**src/rtl/ex_pkg.sv**
```systemverilog
// Shared EX-stage types and constants for the multi-cycle divide sequencer.
package ex_pkg;

    typedef enum logic [1:0] {
        DIV  = 2'b00,
        DIVU = 2'b01,
        REM  = 2'b10,
        REMU = 2'b11
    } div_op_t;

    typedef enum logic [1:0] {
        IDLE = 2'b00,
        RUN  = 2'b01,
        DONE = 2'b10
    } div_state_t;

    localparam logic [31:0] DIV_QUOT_BY_ZERO = 32'hFFFF_FFFF;
    localparam logic [31:0] DIV_OVF_QUOT     = 32'h8000_0000;

    function automatic logic op_is_signed(input div_op_t op);
        return (op == DIV) || (op == REM);
    endfunction

    function automatic logic op_is_rem(input div_op_t op);
        return (op == REM) || (op == REMU);
    endfunction

endpackage

```
**src/rtl/ex_div_seq_if.sv**
```systemverilog
// Handshake and operand/result bundle between the EX stage and the divide sequencer.
interface ex_div_seq_if #(
    parameter int XLEN = 32
);
    logic            Start;
    logic [1:0]      Div_op;
    logic [XLEN-1:0] Op_a;
    logic [XLEN-1:0] Op_b;
    logic            Flush;
    logic            Stall;
    logic            Busy;
    logic            Done;
    logic [XLEN-1:0] Result;

    modport master (
        output Start, Div_op, Op_a, Op_b, Flush,
        input  Stall, Busy, Done, Result
    );

    modport slave (
        input  Start, Div_op, Op_a, Op_b, Flush,
        output Stall, Busy, Done, Result
    );
endinterface

```
**src/rtl/div_step.sv**
```systemverilog
// One restoring-division step: shift the next dividend bit into the remainder,
// then subtract the divisor and record a quotient bit when it fits.
module div_step #(
    parameter int XLEN = 32
) (
    input  logic [XLEN-1:0] rem,
    input  logic [XLEN-1:0] dvd,
    input  logic [XLEN-1:0] divisor,
    output logic [XLEN-1:0] rem_next,
    output logic [XLEN-1:0] dvd_next
);

    logic            carry_s;
    logic [XLEN-1:0] shifted_s;

    // The bit shifted out of rem is kept as a carry so divisors >= 2^(XLEN-1) still compare correctly.
    always_comb begin
        carry_s   = rem[XLEN-1];
        shifted_s = {rem[XLEN-2:0], dvd[XLEN-1]};
        if (carry_s || (shifted_s >= divisor)) begin
            rem_next = shifted_s - divisor;
            dvd_next = {dvd[XLEN-2:0], 1'b1};
        end else begin
            rem_next = shifted_s;
            dvd_next = {dvd[XLEN-2:0], 1'b0};
        end
    end

endmodule

```
**src/rtl/ex_div_seq.sv**
```systemverilog
// RV32M DIV/DIVU/REM/REMU sequencer: captures operands from EX, iterates a
// 32-step restoring division while stalling the pipe, then pulses Done with Result.
module ex_div_seq
    import ex_pkg::*;
#(
    parameter int XLEN = 32
) (
    input logic         Clk,
    input logic         Reset,
    ex_div_seq_if.slave bus
);

    localparam int             CW   = $clog2(XLEN);
    localparam logic [CW-1:0]  LAST = CW'(XLEN - 1);

    div_state_t      state_r, state_nxt_s;
    div_op_t         op_r, op_s;
    logic [CW-1:0]   cnt_r;
    logic [XLEN-1:0] rem_r, dvd_r, dsr_r;
    logic            neg_q_r, neg_r_r;
    logic            busy_r, done_r;
    logic [XLEN-1:0] result_r;

    logic            capture_s, step_s, finish_s;
    logic            a_neg_s, b_neg_s, div0_s, ovf_s, special_s;
    logic [XLEN-1:0] abs_a_s, abs_b_s, special_res_s, final_s;
    logic [XLEN-1:0] rem_next_s, dvd_next_s;

    function automatic logic [XLEN-1:0] cond_neg(input logic [XLEN-1:0] v, input logic neg);
        return neg ? (~v + XLEN'(1)) : v;
    endfunction

    div_step #(.XLEN(XLEN)) u_step (
        .rem      (rem_r),
        .dvd      (dvd_r),
        .divisor  (dsr_r),
        .rem_next (rem_next_s),
        .dvd_next (dvd_next_s)
    );

    // Operand decode at capture: magnitudes, signs and the two RISC-V special cases.
    always_comb begin
        op_s      = div_op_t'(bus.Div_op);
        a_neg_s   = op_is_signed(op_s) & bus.Op_a[XLEN-1];
        b_neg_s   = op_is_signed(op_s) & bus.Op_b[XLEN-1];
        abs_a_s   = cond_neg(bus.Op_a, a_neg_s);
        abs_b_s   = cond_neg(bus.Op_b, b_neg_s);
        div0_s    = (bus.Op_b == '0);
        ovf_s     = op_is_signed(op_s) && (bus.Op_a == DIV_OVF_QUOT) && (bus.Op_b == DIV_QUOT_BY_ZERO);
        special_s = div0_s | ovf_s;
        if (div0_s) begin
            special_res_s = op_is_rem(op_s) ? bus.Op_a : DIV_QUOT_BY_ZERO;
        end else if (op_is_rem(op_s)) begin
            special_res_s = '0;
        end else begin
            special_res_s = DIV_OVF_QUOT;
        end
    end

    // Final result selection with sign correction, taken from the last step's outputs.
    always_comb begin
        if (op_is_rem(op_r)) begin
            final_s = cond_neg(rem_next_s, neg_r_r);
        end else begin
            final_s = cond_neg(dvd_next_s, neg_q_r);
        end
    end

    // Next-state logic; Flush overrides everything and Start is only sampled in IDLE.
    always_comb begin
        state_nxt_s = state_r;
        capture_s   = 1'b0;
        step_s      = 1'b0;
        finish_s    = 1'b0;
        if (bus.Flush) begin
            state_nxt_s = IDLE;
        end else begin
            case (state_r)
                IDLE: begin
                    if (bus.Start) begin
                        capture_s   = 1'b1;
                        state_nxt_s = special_s ? DONE : RUN;
                    end else begin
                        state_nxt_s = IDLE;
                    end
                end
                RUN: begin
                    step_s = 1'b1;
                    if (cnt_r == LAST) begin
                        finish_s    = 1'b1;
                        state_nxt_s = DONE;
                    end else begin
                        state_nxt_s = RUN;
                    end
                end
                DONE:    state_nxt_s = IDLE;
                default: state_nxt_s = IDLE;
            endcase
        end
    end

    // FSM state register.
    always_ff @(posedge Clk or posedge Reset) begin
        if (Reset) begin
            state_r <= IDLE;
        end else begin
            state_r <= state_nxt_s;
        end
    end

    // Datapath: operand capture, iteration registers, counter and registered status outputs.
    always_ff @(posedge Clk or posedge Reset) begin
        if (Reset) begin
            op_r     <= DIV;
            cnt_r    <= '0;
            rem_r    <= '0;
            dvd_r    <= '0;
            dsr_r    <= '0;
            neg_q_r  <= 1'b0;
            neg_r_r  <= 1'b0;
            busy_r   <= 1'b0;
            done_r   <= 1'b0;
            result_r <= '0;
        end else begin
            busy_r <= (state_nxt_s == RUN);
            done_r <= (state_nxt_s == DONE);
            if (capture_s) begin
                op_r    <= op_s;
                neg_q_r <= a_neg_s ^ b_neg_s;
                neg_r_r <= a_neg_s;
                dvd_r   <= abs_a_s;
                dsr_r   <= abs_b_s;
                rem_r   <= '0;
                cnt_r   <= '0;
                if (special_s) begin
                    result_r <= special_res_s;
                end else begin
                    result_r <= result_r;
                end
            end else if (step_s) begin
                rem_r <= rem_next_s;
                dvd_r <= dvd_next_s;
                cnt_r <= cnt_r + CW'(1);
                if (finish_s) begin
                    result_r <= final_s;
                end else begin
                    result_r <= result_r;
                end
            end else begin
                cnt_r <= cnt_r;
            end
        end
    end

    assign bus.Stall  = bus.Start & ~done_r;
    assign bus.Busy   = busy_r;
    assign bus.Done   = done_r;
    assign bus.Result = result_r;

endmodule

```
**src/flat_wrapper.sv**
```systemverilog
// flat-port wrapper written by rule: the top's interface ports become plain ports
module ex_div_seq_flat import ex_pkg::*;
#(
    parameter int XLEN = 32
)
  (Clk, Reset, bus_Start, bus_Div_op, bus_Op_a, bus_Op_b, bus_Flush, bus_Stall, bus_Busy, bus_Done, bus_Result);
  ex_div_seq_if #(.XLEN(XLEN)) bus_i ();
  input logic Clk;
  input logic Reset;
  input wire logic [$bits(bus_i.Start)-1:0] bus_Start;
  input wire logic [$bits(bus_i.Div_op)-1:0] bus_Div_op;
  input wire logic [$bits(bus_i.Op_a)-1:0] bus_Op_a;
  input wire logic [$bits(bus_i.Op_b)-1:0] bus_Op_b;
  input wire logic [$bits(bus_i.Flush)-1:0] bus_Flush;
  output wire logic [$bits(bus_i.Stall)-1:0] bus_Stall;
  output wire logic [$bits(bus_i.Busy)-1:0] bus_Busy;
  output wire logic [$bits(bus_i.Done)-1:0] bus_Done;
  output wire logic [$bits(bus_i.Result)-1:0] bus_Result;
  assign bus_i.Start = bus_Start;
  assign bus_i.Div_op = bus_Div_op;
  assign bus_i.Op_a = bus_Op_a;
  assign bus_i.Op_b = bus_Op_b;
  assign bus_i.Flush = bus_Flush;
  assign bus_Stall = bus_i.Stall;
  assign bus_Busy = bus_i.Busy;
  assign bus_Done = bus_i.Done;
  assign bus_Result = bus_i.Result;
  ex_div_seq #(.XLEN(XLEN)) u_core (.Clk(Clk), .Reset(Reset), .bus(bus_i));
endmodule
```
**config.mk**
```make
export PLATFORM = sky130hd
export DESIGN_NAME = ex_div_seq_flat
export DESIGN_NICKNAME = d
export VERILOG_FILES = /design/src/rtl/ex_pkg.sv /design/src/rtl/ex_div_seq_if.sv /design/src/rtl/div_step.sv /design/src/rtl/ex_div_seq.sv /design/src/flat_wrapper.sv
export SDC_FILE = /design/constraint.sdc
export NUM_CORES = 1
export LEC_CHECK = 0
export ABC_CLOCK_PERIOD_IN_PS = 6300
export BUFFER_PORTS_ARGS = -buffer_cell sky130_fd_sc_hd__buf_2
export CAP_MARGIN = 0
export CORE_ASPECT_RATIO = 1.5
export CORE_MARGIN = 2
export CORE_UTILIZATION = 40
export CTS_CLUSTER_SIZE = 24
export DETAILED_ROUTE_END_ITERATION = 12
export PLACE_DENSITY_LB_ADDON = 0.15
export SLEW_MARGIN = 30
export SYNTH_ARGS = -nofsm -noshare
export SYNTH_HDL_FRONTEND = slang
export SYNTH_SLANG_ARGS = --single-unit
export TNS_END_PERCENT = 10
```
**constraint.sdc**
```tcl
create_clock -name Clk -period 6.3 [get_ports Clk]
set_input_delay 0 -clock Clk [delete_from_list [all_inputs] [get_ports Clk]]
set_output_delay 0 -clock Clk [all_outputs]
set_load 0.01 [all_outputs]
```
Word level (Yosys, flattened, before mapping)
Index checks and enable logic that the tools add are counted.
{"block": "classes", "n_eq_ne": 11, "mux": 33, "bitwise_logic": 10, "addsub": 6, "n_reduce_logical": 12, "n_lt_le_gt_ge": 1}
{"op": "$mux W32", "n": 17}
{"op": "$add A32 B1 Y32 const B", "n": 4}
{"op": "$not A32 Y32", "n": 4}
{"op": "$eq A32 B32 Y1 const B", "n": 2}
{"op": "$ge A32 B32 Y1", "n": 1}
{"op": "$logic_not A32 Y1", "n": 1}
{"op": "$sub A32 B32 Y32", "n": 1}
{"op": "$eq A2 B2 Y1 const B", "n": 5}
{"op": "$mux W5", "n": 2}
{"op": "$mux W1", "n": 9}
{"op": "$mux W2", "n": 4}
{"op": "$add A5 B1 Y5 const B", "n": 1}
{"op": "$eq A5 B5 Y1 const B", "n": 1}
{"op": "$eq A2 B1 Y1 const B", "n": 2}
{"op": "$logic_not A2 Y1", "n": 2}
{"op": "$logic_or A1 B1 Y1", "n": 4}
{"op": "$pmux W2 S2", "n": 1}
{"op": "$reduce_bool A2 Y1", "n": 2}
{"op": "$and A1 B1 Y1", "n": 3}
{"op": "$reduce_and A3 Y1", "n": 1}
{"op": "$logic_and A1 B1 Y1", "n": 2}
{"op": "$ne A2 B2 Y1 const B", "n": 1}
{"op": "$not A1 Y1", "n": 1}
{"op": "$or A1 B1 Y1", "n": 1}
{"op": "$xor A1 B1 Y1", "n": 1}
{"block": "totals", "inputBits": 70, "ff_bits": 141, "out_inout_bits": 35, "word_cells": 84}

Longest topological paths before layout
Gate-level depths: netlist (run 1).
{"block": "depth", "word_depth": 10, "ltp_mapped": 25, "depth_no_buf": 22}

By module
A second synthesis (run 1) with hierarchy kept.
{"block": "unflattened", "hier_cells": 1465, "area_unflattened_um2": 11544.8}
{"mod": "ex_div_seq", "instances": 1, "seq_area_each_um2": 3503.4, "area_each_um2": 8891.0, "cells_per_inst": 1053}
{"mod": "div_step", "instances": 1, "seq_area_each_um2": 0.0, "area_each_um2": 2653.8, "cells_per_inst": 412}

Worst setup path before layout (run 1)
No wires, ideal clock.
{"block": "synth_path", "path_kind": "reg-to-reg", "startpoint": "reg u_core.rem_r[6]", "endpoint": "reg u_core.result_r[26], in the netlist u_core.bus.Result[26]", "setup_slack_ps": 1311, "n_path_buf": 5, "t_arrival_ps": 4916, "setup_time_ps": 73, "period_less_slack_ps": 4989, "required_ps": 6227, "path_stages_with_launch": 23, "cell_sequence": "dfrtp_1 -> ha_1 -> buf_2 -> o211ai_2 -> a311o_1 -> a22o_2 -> and4_4 -> buf_6 -> nor2_8 -> inv_4 -> clkbuf_1 -> buf_1 -> buf_2 -> a21oi_1 -> ha_1 -> o2111ai_1 -> nor3_2 -> nor4b_1 -> nor2_1 -> or3_4 -> or3_1 -> a21o_1 -> a21oi_2"}
{"block": "synth_between", "elab_chain_len": 10, "word_cells_on_any_way": 15, "classes_between": "add/sub (3); order compare (1); mux (8); bitwise (2); reduce/logical (1)"}
{"element": "start, declared", "line_no": "ex_div_seq.sv:19", "text": "logic [XLEN-1:0] rem_r, dvd_r, dsr_r;"}
{"element": "start signal, assigned", "line_no": "ex_div_seq.sv:141", "text": "rem_r <= rem_next_s;"}
{"element": "$ge A32 B32 Y1", "line_no": "div_step.sv:20", "text": "if (carry_s || (shifted_s >= divisor)) begin"}
{"element": "$logic_or A1 B1 Y1", "line_no": "div_step.sv:20"}
{"element": "$mux W1 / $mux W32 (equally long branches)", "line_no": "div_step.sv:20"}
{"element": "$not A32 Y32", "line_no": "ex_div_seq.sv:30", "text": "return neg ? (~v + XLEN'(1)) : v;"}
{"element": "$add A32 B1 Y32", "line_no": "ex_div_seq.sv:30"}
{"element": "$mux W32", "line_no": "ex_div_seq.sv:30"}
{"element": "$mux W32 (*)", "line_no": "ex_div_seq.sv:62", "text": "if (op_is_rem(op_r)) begin"}
{"element": "$mux W32 (*)", "line_no": "ex_div_seq.sv:144", "text": "if (finish_s) begin"}
{"element": "$mux W32 (*)", "line_no": "ex_div_seq.sv:140", "text": "end else if (step_s) begin"}
{"element": "$mux W32 (*)", "line_no": "ex_div_seq.sv:127", "text": "if (capture_s) begin"}
{"element": "end signal, assigned", "line_no": "ex_div_seq.sv:138", "text": "result_r <= result_r;"}
{"element": "end signal, assigned", "line_no": "ex_div_seq.sv:145", "text": "result_r <= final_s;"}
{"element": "end signal, assigned", "line_no": "ex_div_seq.sv:147", "text": "result_r <= result_r;"}
{"element": "end, declared", "line_no": "ex_div_seq.sv:22", "text": "logic [XLEN-1:0] result_r;"}
Mark *: on every way between the ends. The rest lies on a longest branch, timed or not. The select of a mux whose other input is x is not followed.
A chain may end at the register's enable or synchronous reset.

Worst setup path after layout (run 1)
{"block": "layout_path", "startpoint": "reg u_core.rem_r[18]", "endpoint": "reg u_core.result_r[26], in the netlist u_core.bus.Result[26]"}
Same word-level chain as after synthesis.

==> results.md, run 1 <==
* Post-CTS setup buffer count at 0
* YS warnings at 0
* Leak at 5.924 nW
* Max-Cap Viols at 0
* Chip width at 143.5 um
* Final setup vio count at 0
* Post-CTS Resized at 0
* Synth cell count leaders: nand2_1 (232), o21ai_0 (160), dfrtp_1 (140)
* Syn Nets at 1,636
* Layout area overhead at 16.76%
* Critical path class: reg2reg
* Initial core utilization at 40.66%
* Final RePlAce weighted congestion at 0.9667
* Clock skew at 0.01048 ns
* Largest area contributor in the netlist: dfrtp_1
* Synth top area cells: dfrtp_1 (30%), nand2_1 (7.5%), o21ai_0 (6.9%)
* Most common cell in the netlist: nand2_1
* Final hold vios at 0
* Gate Count Post-Synth at 1,526
* Startpoint Class: flip-flop
* Drt pass-1 iters at 5
* Slew margin rel. at 38.63%
* # diodes at 0
* Worst Setup End Kind: flip-flop
* Core Rows at 76
* Outcome: finished, final reports clean
* Clock latency on the worst-skew pair at 0.45 ns
* Dpl ws at 1.068 ns
* Largest net degree at the start of global routing at 101
* #FFs+latches synth at 140
* Post-synth top area share at 30.00%
* Minimum clock period at 5.342 ns
* Fmax at 0.1872 GHz
* Routed WL per cell at 20.46 um
* Via count at 11,890
* Hold WS at 0.005933 ns
* Total gr overflow at 0
* Post-Syn Area at 0.01168 sq mm
* Post-synth EDFFs at 0
* Avg Cell Area, Syn at 7.652 sq um
* Starting DRT DRC Count at 702
* Vert. Die Dim at 213.3 um
* TritonCTS sink count at 140
* Post-route ant nets at 0
* Sequential area share after synthesis at 30.00%
* Arrival @ worst endpoint at 5.73 ns
* I/O Pins at 105
* Fraction of registers with async set/reset at 100.0%
* Layout cell share with drive strength beyond 1 at 11.45%
* Antenna violations before repair at 0
* CTS Root Cell: clkbuf_16
* DRC at 0
* H-tree Lvls at 4
* HPWL after detailed placement at 30,910 um
* Cts hold-fix bufs at 56
* Worst vdd ir at 0.2084 mV
* Least-Margin Pin Slew at 0.9196 ns
* Clock slew at reported path FFs at 0.06 ns
* Final worst slack at 0.9578 ns
* Fin crit share at 84.80%
* Dominant synthesized flop cell: dfrtp_1
* Core area at 0.02872 sq mm
* CTS Buffer Depth at 2
* Worst Path Required at 6.68 ns
* Vias in the first global route at 11,560
* Power per standard cell area at 232.1 mW/mm^2
* CTS tree: done
* Final Slew Violations at 0
* Post-Route WL at 41,750 um
* GRT Total Usage at 27.80%
* Post-DR vias/cell at 5.823
* Layout net count at 1,749
* HP Class: in2reg
* DIE AREA at 0.03060 sq mm
* Library cells used by synthesis at 82
* # port buffers at 104
* Inserted Clock Buffers at 17
* First-pass GRT wire length at 65,010 um
* Critical Path Fanout Max at 30
* RSZ-0062 raised after global routing: no
* Setup_tns at 0 ns
critical path, cell delays in order (launching register included):
cell,delay (ns)
dfrtp_1,0.42
ha_1,0.41
a21oi_1,0.29
o21ai_1,0.26
a22o_1,0.27
o21ai_2,0.42
nor2_8,0.05
inv_4,0.15
buf_4,0.35
o21ai_0,0.16
inv_1,0.09
ha_1,0.21
o2111ai_1,0.22
nor3_2,0.23
nor4b_1,0.49
nor2_1,0.22
or3_4,0.39
or3_1,0.31
a21o_1,0.19
a21oi_2,0.12
metrics by stage:
step	util [%]	area [sq um]	total power, W	std cells
floorplan	-	11680	0.001833	1526
global placement	43.51	12490	0.002143	1953
detailed placement	43.57	12510	0.002150	1954
CTS	47.45	13630	0.003170	2041
global route	47.48	13630	0.003337	2041
finish	47.48	13630	0.003164	2041
flip-flops by register name (all words and copies together) (netlist names):
register,count
u_core.op_r,1
u_core.dsr_r,32
u_core.dvd_r,32
u_core.rem_r,32
u_core.bus.Result,32
u_core.cnt_r,5
u_core.bus.Done,1
u_core.neg_q_r,1
u_core.state_r,2
u_core.neg_r_r,1
u_core.bus.Busy,1
metal layers:
layer | up-vias | part of all wire (%) | GRT usage, %
li1 | 5749 | - | -
met1 | 5707 | 40 | 32.23
met2 | 355 | 51 | 49.01
met3 | 74 | 4.0 | 3.880
met4 | 0 | 5.6 | 15.11
met5 | - | 0 | 0
power breakdown:
group,switching (W),internal [W]
clock,0.000427,0.000558
combinational,0.000670,0.000400
sequential,0.000111,0.000997
total,0.00121,0.00196
cell families (layout without fill, tap and decap cells):
| family | Yosys count | count (layout) | share of synthesized area (%) |
|---|---|---|---|
| AOI/OAI and AO/OA | 488 | 488 | 26.30 |
| DFF | 140 | 140 | 30.00 |
| muxes | 27 | 27 | 2.486 |
| adders and majority gates | 40 | 40 | 4.350 |
| xor gates and xnor gates | 124 | 124 | 9.300 |
| buffers and inverters | 144 | 269 | 4.907 |
| and+or+nand+nor | 563 | 563 | 22.65 |
layout by cell type (no fill, tap or decap), drive strengths merged, types with 10 or more instances in the layout:
cell type,Yosys,routed
o21ai,170,170
o31ai,31,31
ha,39,39
or3,20,20
nor4,17,17
or4,14,14
nand2,232,232
a31oi,49,49
nor3,37,37
a22o,11,11
clkbuf,55,20
a21oi,96,96
o21a,12,12
a211oi,10,10
a21o,13,13
nand2b,14,14
inv,57,57
dlygate4sd3,0,56
mux2i,20,20
o41ai,12,12
dfrtp,140,140
xnor2,59,59
nand3,18,18
o211ai,26,26
nand4,19,19
xor2,65,65
nor2,137,137
buf,31,124
final cells by class:
type,count,area [sq um]
Clock buffer,20,456.7
Clock inverter,11,96.34
Fill cell,2970,15080
Inverter,58,225.2
Multi-Input combinational cell,1242,7622
Sequential cell,140,3503
Tap cell,390,488.0
Timing Repair Buffer,180,1242
final timing paths:
| kind | start | to | slack (ns) | depth (start not counted) |
|---|---|---|---|---|
| min in group asynchronous | Reset | u_core.dvd_r[25]$_DFFE_PP0P_ | 0.23 | 3 |
| max in group asynchronous | Reset | u_core.rem_r[11]$_DFFE_PP0P_ | 4.93 | 4 |
| worst min register to register | u_core.dsr_r[24]$_DFFE_PP0P_ | u_core.dsr_r[24]$_DFFE_PP0P_ | 0.48 | 2 |
| worst max register to register | u_core.rem_r[18]$_DFFE_PP0P_ | u_core.bus.Result[26]$_DFFE_PP0P_ | 0.96 | 19 |
| worst max-delay path | u_core.rem_r[18]$_DFFE_PP0P_ | u_core.bus.Result[26]$_DFFE_PP0P_ | 0.96 | 19 |
| worst min-delay path | bus_Op_b[18] | u_core.dsr_r[18]$_DFFE_PP0P_ | 0.006 | 3 |
Note: power is estimated with default switching activity, not from simulation.
==> inputs of run 2 (changes only) <==
--- a/config.mk
+++ b/config.mk
@@ -5,7 +5,7 @@
 export SDC_FILE = /design/constraint.sdc
 export NUM_CORES = 1
 export LEC_CHECK = 0
-export ABC_CLOCK_PERIOD_IN_PS = 6300
+export ABC_CLOCK_PERIOD_IN_PS = 5400
 export BUFFER_PORTS_ARGS = -buffer_cell sky130_fd_sc_hd__buf_2
 export CAP_MARGIN = 0
 export CORE_ASPECT_RATIO = 1.5
==> constraint.sdc (replaced) <==
create_clock -name Clk -period 5.4 [get_ports Clk]
set_input_delay 0 -clock Clk [delete_from_list [all_inputs] [get_ports Clk]]
set_output_delay 0 -clock Clk [all_outputs]
set_load 0.01 [all_outputs]
==> run 2 against run 1 <==
Net effect:
- sequential power is 17% higher
- sequential share of layout area is 0.34 points lower
- sequential cell count did not move
- clock skew shrank 0.00067 ns
- largest cell class unchanged
==> results.md, run 2 (synthesized netlist as in run 1, its figures left out) <==
* Outcome: finished, final reports clean
* Starting DRT DRC Count at 749 (+6.7%)
* CTS Buffer Depth at 2 (unchanged)
* Most frequent cells in the layout: nand2_1 (232), o21ai_0 (160), dfrtp_1 (140)
* Clock slew at reported path FFs at 0.07 ns (about the same)
* Clock latency on the worst-skew pair at 0.46 ns (about the same)
* Routed WL per cell at 20.27 um (-0.91%)
* Vert. Die Dim at 213.3 um (unchanged)
* DRC at 0 (unchanged)
* Post-Route WL at 41,530 um (-0.52%)
* Clock skew at 0.009808 ns (-0.0006699 ns)
* Post-route ant nets at 0 (unchanged)
* Worst Path Required at 5.79 ns (-0.89 ns)
* Vias in the first global route at 11,480 (-0.76%)
* Layout cell share with drive strength beyond 1 at 11.93% (+0.49 points)
* Top delay family on crit path: compound AO/OA/AOI/OAI gates
* Cell area after layout at 0.01382 sq mm (+1.3%)
* Slowest-stage cell, CP: dfrtp_1
* Via count at 11,880 (-0.050%)
* Hold WS at 0.01393 ns (+0.008000 ns)
* Antenna violations before repair at 0 (unchanged)
* Worst Setup End Kind: flip-flop
* Final RePlAce weighted congestion at 0.9431 (-2.4%)
* CP Buf/Inv Count at 1 (-2)
* Post-CTS setup buffer count at 0 (unchanged)
* Leak at 6.007 nW (+1.4%)
* Hold endpoint: u_core.dsr_r[17]$_DFFE_PP0P_
* Cells along the critical path: ha_1 -> a21oi_1 -> o21ai_1 -> a22o_1 -> o21ai_2 -> nor2_8 -> inv_4 -> nor2_1 -> a21oi_1 -> ha_1 -> o2111ai_1 -> nor3_2 -> nor4b_2 -> nor2_1 -> or3_4 -> or3_1 -> a21o_1 -> a21oi_2
* Initial core utilization at 40.66% (unchanged)
* Fin crit share at 92.31% (+7.5 points)
* HP Class: in2reg
* Chip width at 143.5 um (unchanged)
* # diodes at 0 (unchanged)
* CTS tree: done
* Largest net degree at the start of global routing at 74 (-27%)
* Worst Setup SP: u_core.rem_r[18]$_DFFE_PP0P_
* Most common cell after layout, fill and taps aside: nand2_1
* Post-DR vias/cell at 5.797 (-0.44%)
* Max-Cap Viols at 0 (unchanged)
* First-pass GRT wire length at 64,570 um (-0.68%)
* Final Non-Filler Cells at 2,049 (+0.39%)
* Drt pass-1 iters at 6 (+1)
* Dpl ws at 0.2880 ns (-0.7801 ns)
* Critical Path Fanout Max at 9 (-70%)
* Critical path class: reg2reg
* CTS Root Cell: clkbuf_16
* I/O Pins at 105 (unchanged)
* Placed Cells incl. Taps at 1,959 (+0.26%)
* Inserted Clock Buffers at 17 (unchanged)
* WHS Path Cells at 3 (unchanged)
* Area post-placement at 0.01255 sq mm (+0.27%)
* Flop-to-flop setup slack at 0.42 ns (-0.54 ns)
* Arrival @ worst endpoint at 5.38 ns (-0.35 ns)
* Layout area overhead at 18.33%
* FF-to-FF path depth at 18 (-1)
* Power per standard cell area at 284.3 mW/mm^2 (+23%)
* RSZ-0062 raised after global routing: no
* Final hold vios at 0 (unchanged)
* Worst r2r src: u_core.rem_r[18]$_DFFE_PP0P_
* Layout net count at 1,756 (+0.40%)
* Hold_sp: bus_Op_b[17]
* H-tree Lvls at 4 (unchanged)
* Final worst slack at 0.4150 ns (-0.5428 ns)
* Minimum clock period at 4.985 ns (-0.3572 ns)
* Filler cells at 2,951 (-0.64%)
* DIE AREA at 0.03060 sq mm (unchanged)
* Core Rows at 76 (unchanged)
* Final Slew Violations at 0 (unchanged)
* CP max stage delay at 0.45 ns (-0.04 ns)
* Final setup vio count at 0 (unchanged)
* Fmax at 0.2006 GHz (+7.2%)
* GRT Total Usage at 27.73% (-0.065 points)
* TritonCTS sink count at 140 (unchanged)
* FF-to-FF End: u_core.bus.Result[26]$_DFFE_PP0P_
* Total gr overflow at 0 (unchanged)
* # port buffers at 104 (unchanged)
* Core area at 0.02872 sq mm (unchanged)
* Setup_tns at 0 ns (unchanged)
* HPWL after detailed placement at 31,230 um (+1.0%)
* Least-Margin Pin Slew at 0.9273 ns (+0.007701 ns)
* Slew margin rel. at 37.99% (-0.63 points)
* Startpoint Class: flip-flop
* Worst vdd ir at 0.2502 mV (+20%)
==> run 2: area by class of cell <==
type	instances	area (sq um)	area share (%)
multi-input combinational	1242	7635	55.25
clock buffer	20	466.7	3.377
timing repair buffer	187	1292	9.353
clock inverter	12	207.7	1.503
sequential	140	3503	25.35
inverter	58	225.2	1.630
tap	390	488.0	3.531
==> run 2: worst max-delay path by stage <==
stage	to	slack, ns	cells past startpoint
after floorplan	u_core.bus.Result[26]$_DFFE_PP0P_	0.41	22
after global placement	u_core.bus.Result[26]$_DFFE_PP0P_	0.42	18
final	u_core.bus.Result[26]$_DFFE_PP0P_	0.42	18
after global routing	u_core.bus.Result[26]$_DFFE_PP0P_	0.03	18
after detailed placement	u_core.bus.Result[26]$_DFFE_PP0P_	0.29	18
after CTS	u_core.bus.Result[26]$_DFFE_PP0P_	0.24	18
==> run 2: what timing repair did <==
item / CTS / global route
endpoints found under the hold margin: 150 / 0
resized for setup: 0 / 2
setup endpoints to repair: 0 / 7
hold buffers: 58 / 0
==> run 2: layer usage <==
| metal | routed length, um | track usage (%) |
|---|---|---|
| met2 | 20920 | 47.82 |
| met5 | 0 | 0 |
| met1 | 16400 | 32.51 |
| met3 | 1504 | 3.050 |
| met4 | 2710 | 17.71 |
==> run 2: worst reg2reg max path, stage by stage (launching register included) <==
cell and delay [ns]:
dfrtp_1 0.45, ha_1 0.42, a21oi_1 0.34, o21ai_1 0.31
a22o_1 0.29, o21ai_2 0.40, nor2_8 0.05, inv_4 0.09
nor2_1 0.04, a21oi_1 0.22, ha_1 0.26, o2111ai_1 0.25
nor3_2 0.25, nor4b_2 0.39, nor2_1 0.18, or3_4 0.37
or3_1 0.31, a21o_1 0.19, a21oi_2 0.12
==> run 2: power by group <==
group / switching [W] / leakage (nW) / internal [W]
Combinational: 0.000790 / 3.86 / 0.000473
Clock: 0.000510 / 0.325 / 0.000861
Sequential: 0.000132 / 1.82 / 0.00116
==> run 2: per-stage QoR <==
stage / utilization, % / total power, W
after floorplan: - / 0.002138
after global placement: 43.67 / 0.002517
after detailed placement: 43.69 / 0.002523
after CTS: 48.06 / 0.003938
after global routing: 48.12 / 0.004135
final: 48.12 / 0.003929
==> inputs of run 3 (changes only) <==
--- a/config.mk
+++ b/config.mk
@@ -5,7 +5,7 @@
 export SDC_FILE = /design/constraint.sdc
 export NUM_CORES = 1
 export LEC_CHECK = 0
-export ABC_CLOCK_PERIOD_IN_PS = 5400
+export ABC_CLOCK_PERIOD_IN_PS = 6100
 export BUFFER_PORTS_ARGS = -buffer_cell sky130_fd_sc_hd__buf_2
 export CAP_MARGIN = 0
 export CORE_ASPECT_RATIO = 1.5
==> constraint.sdc (replaced) <==
create_clock -name Clk -period 6.1 [get_ports Clk]
set_input_delay 0 -clock Clk [delete_from_list [all_inputs] [get_ports Clk]]
set_output_delay 0 -clock Clk [all_outputs]
set_load 0.01 [all_outputs]
==> run 3 against run 2 <==
Net effect:
- non-clock buffer count down 6
- routed wire length rose by 0.37%
- register-to-register slack better by 0.46 ns
- count of clock-buffer cells in the layout down 2
- global-route usage decreased by 0.15 points
- critical path type unchanged
==> results.md, run 3 (synthesized netlist as in run 1, its figures left out) <==
* Vert. Die Dim at 213.3 um (unchanged)
* Total gr overflow at 0 (unchanged)
* Startpoint Class: flip-flop
* Max-Cap Viols at 0 (unchanged)
* Final RePlAce weighted congestion at 0.9847 (+4.4%)
* Filler cells at 2,931 (-0.68%)
* Worst Path Required at 6.48 ns (+0.69 ns)
* Post-Route WL at 41,680 um (+0.37%)
* Sequential share of power at 33.1% (about the same)
* Setup_tns at 0 ns (unchanged)
* Via count at 11,990 (+0.91%)
* Leak at 5.971 nW (-0.60%)
* Fmax at 0.1913 GHz (-4.6%)
* HP Class: in2reg
* Clock latency on the worst-skew pair at 0.45 ns (about the same)
* DRC at 0 (unchanged)
* WHS Path Cells at 3 (unchanged)
* Most common cell after layout, fill and taps aside: nand2_1
* Sw Ratio at 36.01% (-0.44 points)
* # diodes at 0 (unchanged)
* Post-DR vias/cell at 5.876 (+1.4%)
* Critical path class: reg2reg
* Final Slew Violations at 0 (unchanged)
* Layout area overhead at 17.71%
* Clock slew at reported path FFs at 0.06 ns (about the same)
* TritonCTS sink count at 140 (unchanged)
* Final setup vio count at 0 (unchanged)
* Starting DRT DRC Count at 755 (+0.80%)
* HPWL after detailed placement at 30,820 um (-1.3%)
* Worst Setup End Kind: flip-flop
* Placed Cells incl. Taps at 1,955 (-0.20%)
* Power per standard cell area at 251.7 mW/mm^2 (-11%)
* Cts hold-fix bufs at 56 (-3.4%)
* Clock skew at 0.01200 ns (+0.002195 ns)
* Minimum clock period at 5.228 ns (+0.2428 ns)
* CTS Root Cell: clkbuf_16
* Chip width at 143.5 um (unchanged)
* Vias in the first global route at 11,510 (+0.32%)
* First-pass GRT wire length at 64,110 um (-0.71%)
* Drt pass-1 iters at 5 (-1)
* # port buffers at 104 (unchanged)
* Most frequent cells in the layout: nand2_1 (232), o21ai_0 (160), dfrtp_1 (140)
* Routed WL per cell at 20.43 um (+0.81%)
* Initial core utilization at 40.66% (unchanged)
* Pint at 0.002214 W (-11%)
* Final hold vios at 0 (unchanged)
* Worst vdd ir at 0.2115 mV (-15%)
* Logic pwr share at 32.0% (about the same)
* Core area at 0.02872 sq mm (unchanged)
* Inserted Clock Buffers at 17 (unchanged)
* Layout cell share with drive strength beyond 1 at 11.45% (-0.48 points)
* Least-Margin Pin Slew at 0.9590 ns (+0.03174 ns)
* RSZ-0062 raised after global routing: no
* Post-CTS Resized at 0 (unchanged)
* Final Non-Filler Cells at 2,040 (-0.44%)
* Critical Path Fanout Max at 30 (+21)
* Slew margin rel. at 35.99% (-2.0 points)
* Clock Power Share at 34.9% (about the same)
* DIE AREA at 0.03060 sq mm (unchanged)
* Fin crit share at 85.70% (-6.6 points)
* Largest net degree at the start of global routing at 101 (+36%)
* H-tree Lvls at 4 (unchanged)
* Arrival @ worst endpoint at 5.61 ns (+0.23 ns)
* Outcome: finished, final reports clean
* Antenna violations before repair at 0 (unchanged)
* Core Rows at 76 (unchanged)
* FF-to-FF path depth at 19 (+1)
* Post-route ant nets at 0 (unchanged)
* GRT Total Usage at 27.58% (-0.15 points)
* CTS Buffer Depth at 2 (unchanged)
* Total chip power at 0.003459 W (-12%)
* I/O Pins at 105 (unchanged)
* Layout net count at 1,750 (-0.34%)
* Post-CTS setup buffer count at 0 (unchanged)
* CTS tree: done
* NetSw at 0.001246 W (-13%)
[run 3: layout make-up]
class | count | area [sq um] | share of cell area (%)
flip-flops and latches | 140 | 3503 | 25.49
clock buffers | 18 | 439.2 | 3.195
repair buffers | 181 | 1250 | 9.093
clock inverters | 11 | 217.7 | 1.584
inverters | 58 | 225.2 | 1.638
multi-input cells | 1242 | 7622 | 55.45
well taps | 390 | 488.0 | 3.550
[run 3: per-stage QoR]
step / setup slack, ns / cell area, sq um / util, % / hold WS, ns
2_1_floorplan: 1.111 / 11680 / - / 0.07347
3_3_place_gp: 0.9920 / 12500 / 43.53 / 0.1902
3_5_place_dp: 0.9090 / 12520 / 43.60 / 0.1998
4_1_cts: 0.8637 / 13740 / 47.84 / 0.0008468
5_1_grt: 0.5209 / 13750 / 47.87 / 0.02878
6_report: 0.8722 / 13750 / 47.87 / 0.004471
[run 3: final timing paths]
kind / slack [ns] / from / end
setup / recovery: 0.87 / u_core.rem_r[24]$_DFFE_PP0P_ / u_core.bus.Result[26]$_DFFE_PP0P_
hold / removal: 0.004 / bus_Op_b[19] / u_core.dsr_r[19]$_DFFE_PP0P_
setup reg to reg: 0.87 / u_core.rem_r[24]$_DFFE_PP0P_ / u_core.bus.Result[26]$_DFFE_PP0P_
hold reg to reg: 0.48 / u_core.dsr_r[7]$_DFFE_PP0P_ / u_core.dsr_r[7]$_DFFE_PP0P_
max in group asynchronous: 4.72 / Reset / u_core.op_r[1]$_DFFE_PP0P_
min in group asynchronous: 0.23 / Reset / u_core.dvd_r[27]$_DFFE_PP0P_
[run 3: worst max-delay path: stages, from the launching register on]
cell,delay [ns]
dfrtp_1,0.42
ha_1,0.40
a21oi_1,0.32
o21ai_0,0.24
a211o_1,0.35
o21ai_2,0.38
nor2_8,0.05
inv_4,0.07
buf_4,0.32
o21ai_0,0.17
inv_1,0.10
ha_1,0.21
o2111ai_1,0.22
nor3_2,0.23
nor4b_1,0.45
nor2_1,0.21
or3_4,0.38
or3_1,0.32
a21o_1,0.19
a21oi_2,0.13
[run 3: metal layers]
metal	up-vias	part of all wire (%)	global-route usage, %
li1	5738	-	-
met4	0	6.7	17.48
met5	-	0	0
met3	94	4.6	3.543
met2	393	49	47.22
met1	5762	39	32.34
[run 3: power groups by stage]
stage | clock network (W) | registers [W] | logic [W]
floorplan | 0 | 0.00112 | 0.000769
global route | 0.00126 | 0.00116 | 0.00122
finish | 0.00121 | 0.00115 | 0.00111
detailed placement | 0 | 0.00116 | 0.00106
CTS | 0.00122 | 0.00114 | 0.00110
global placement | 0 | 0.00116 | 0.00105
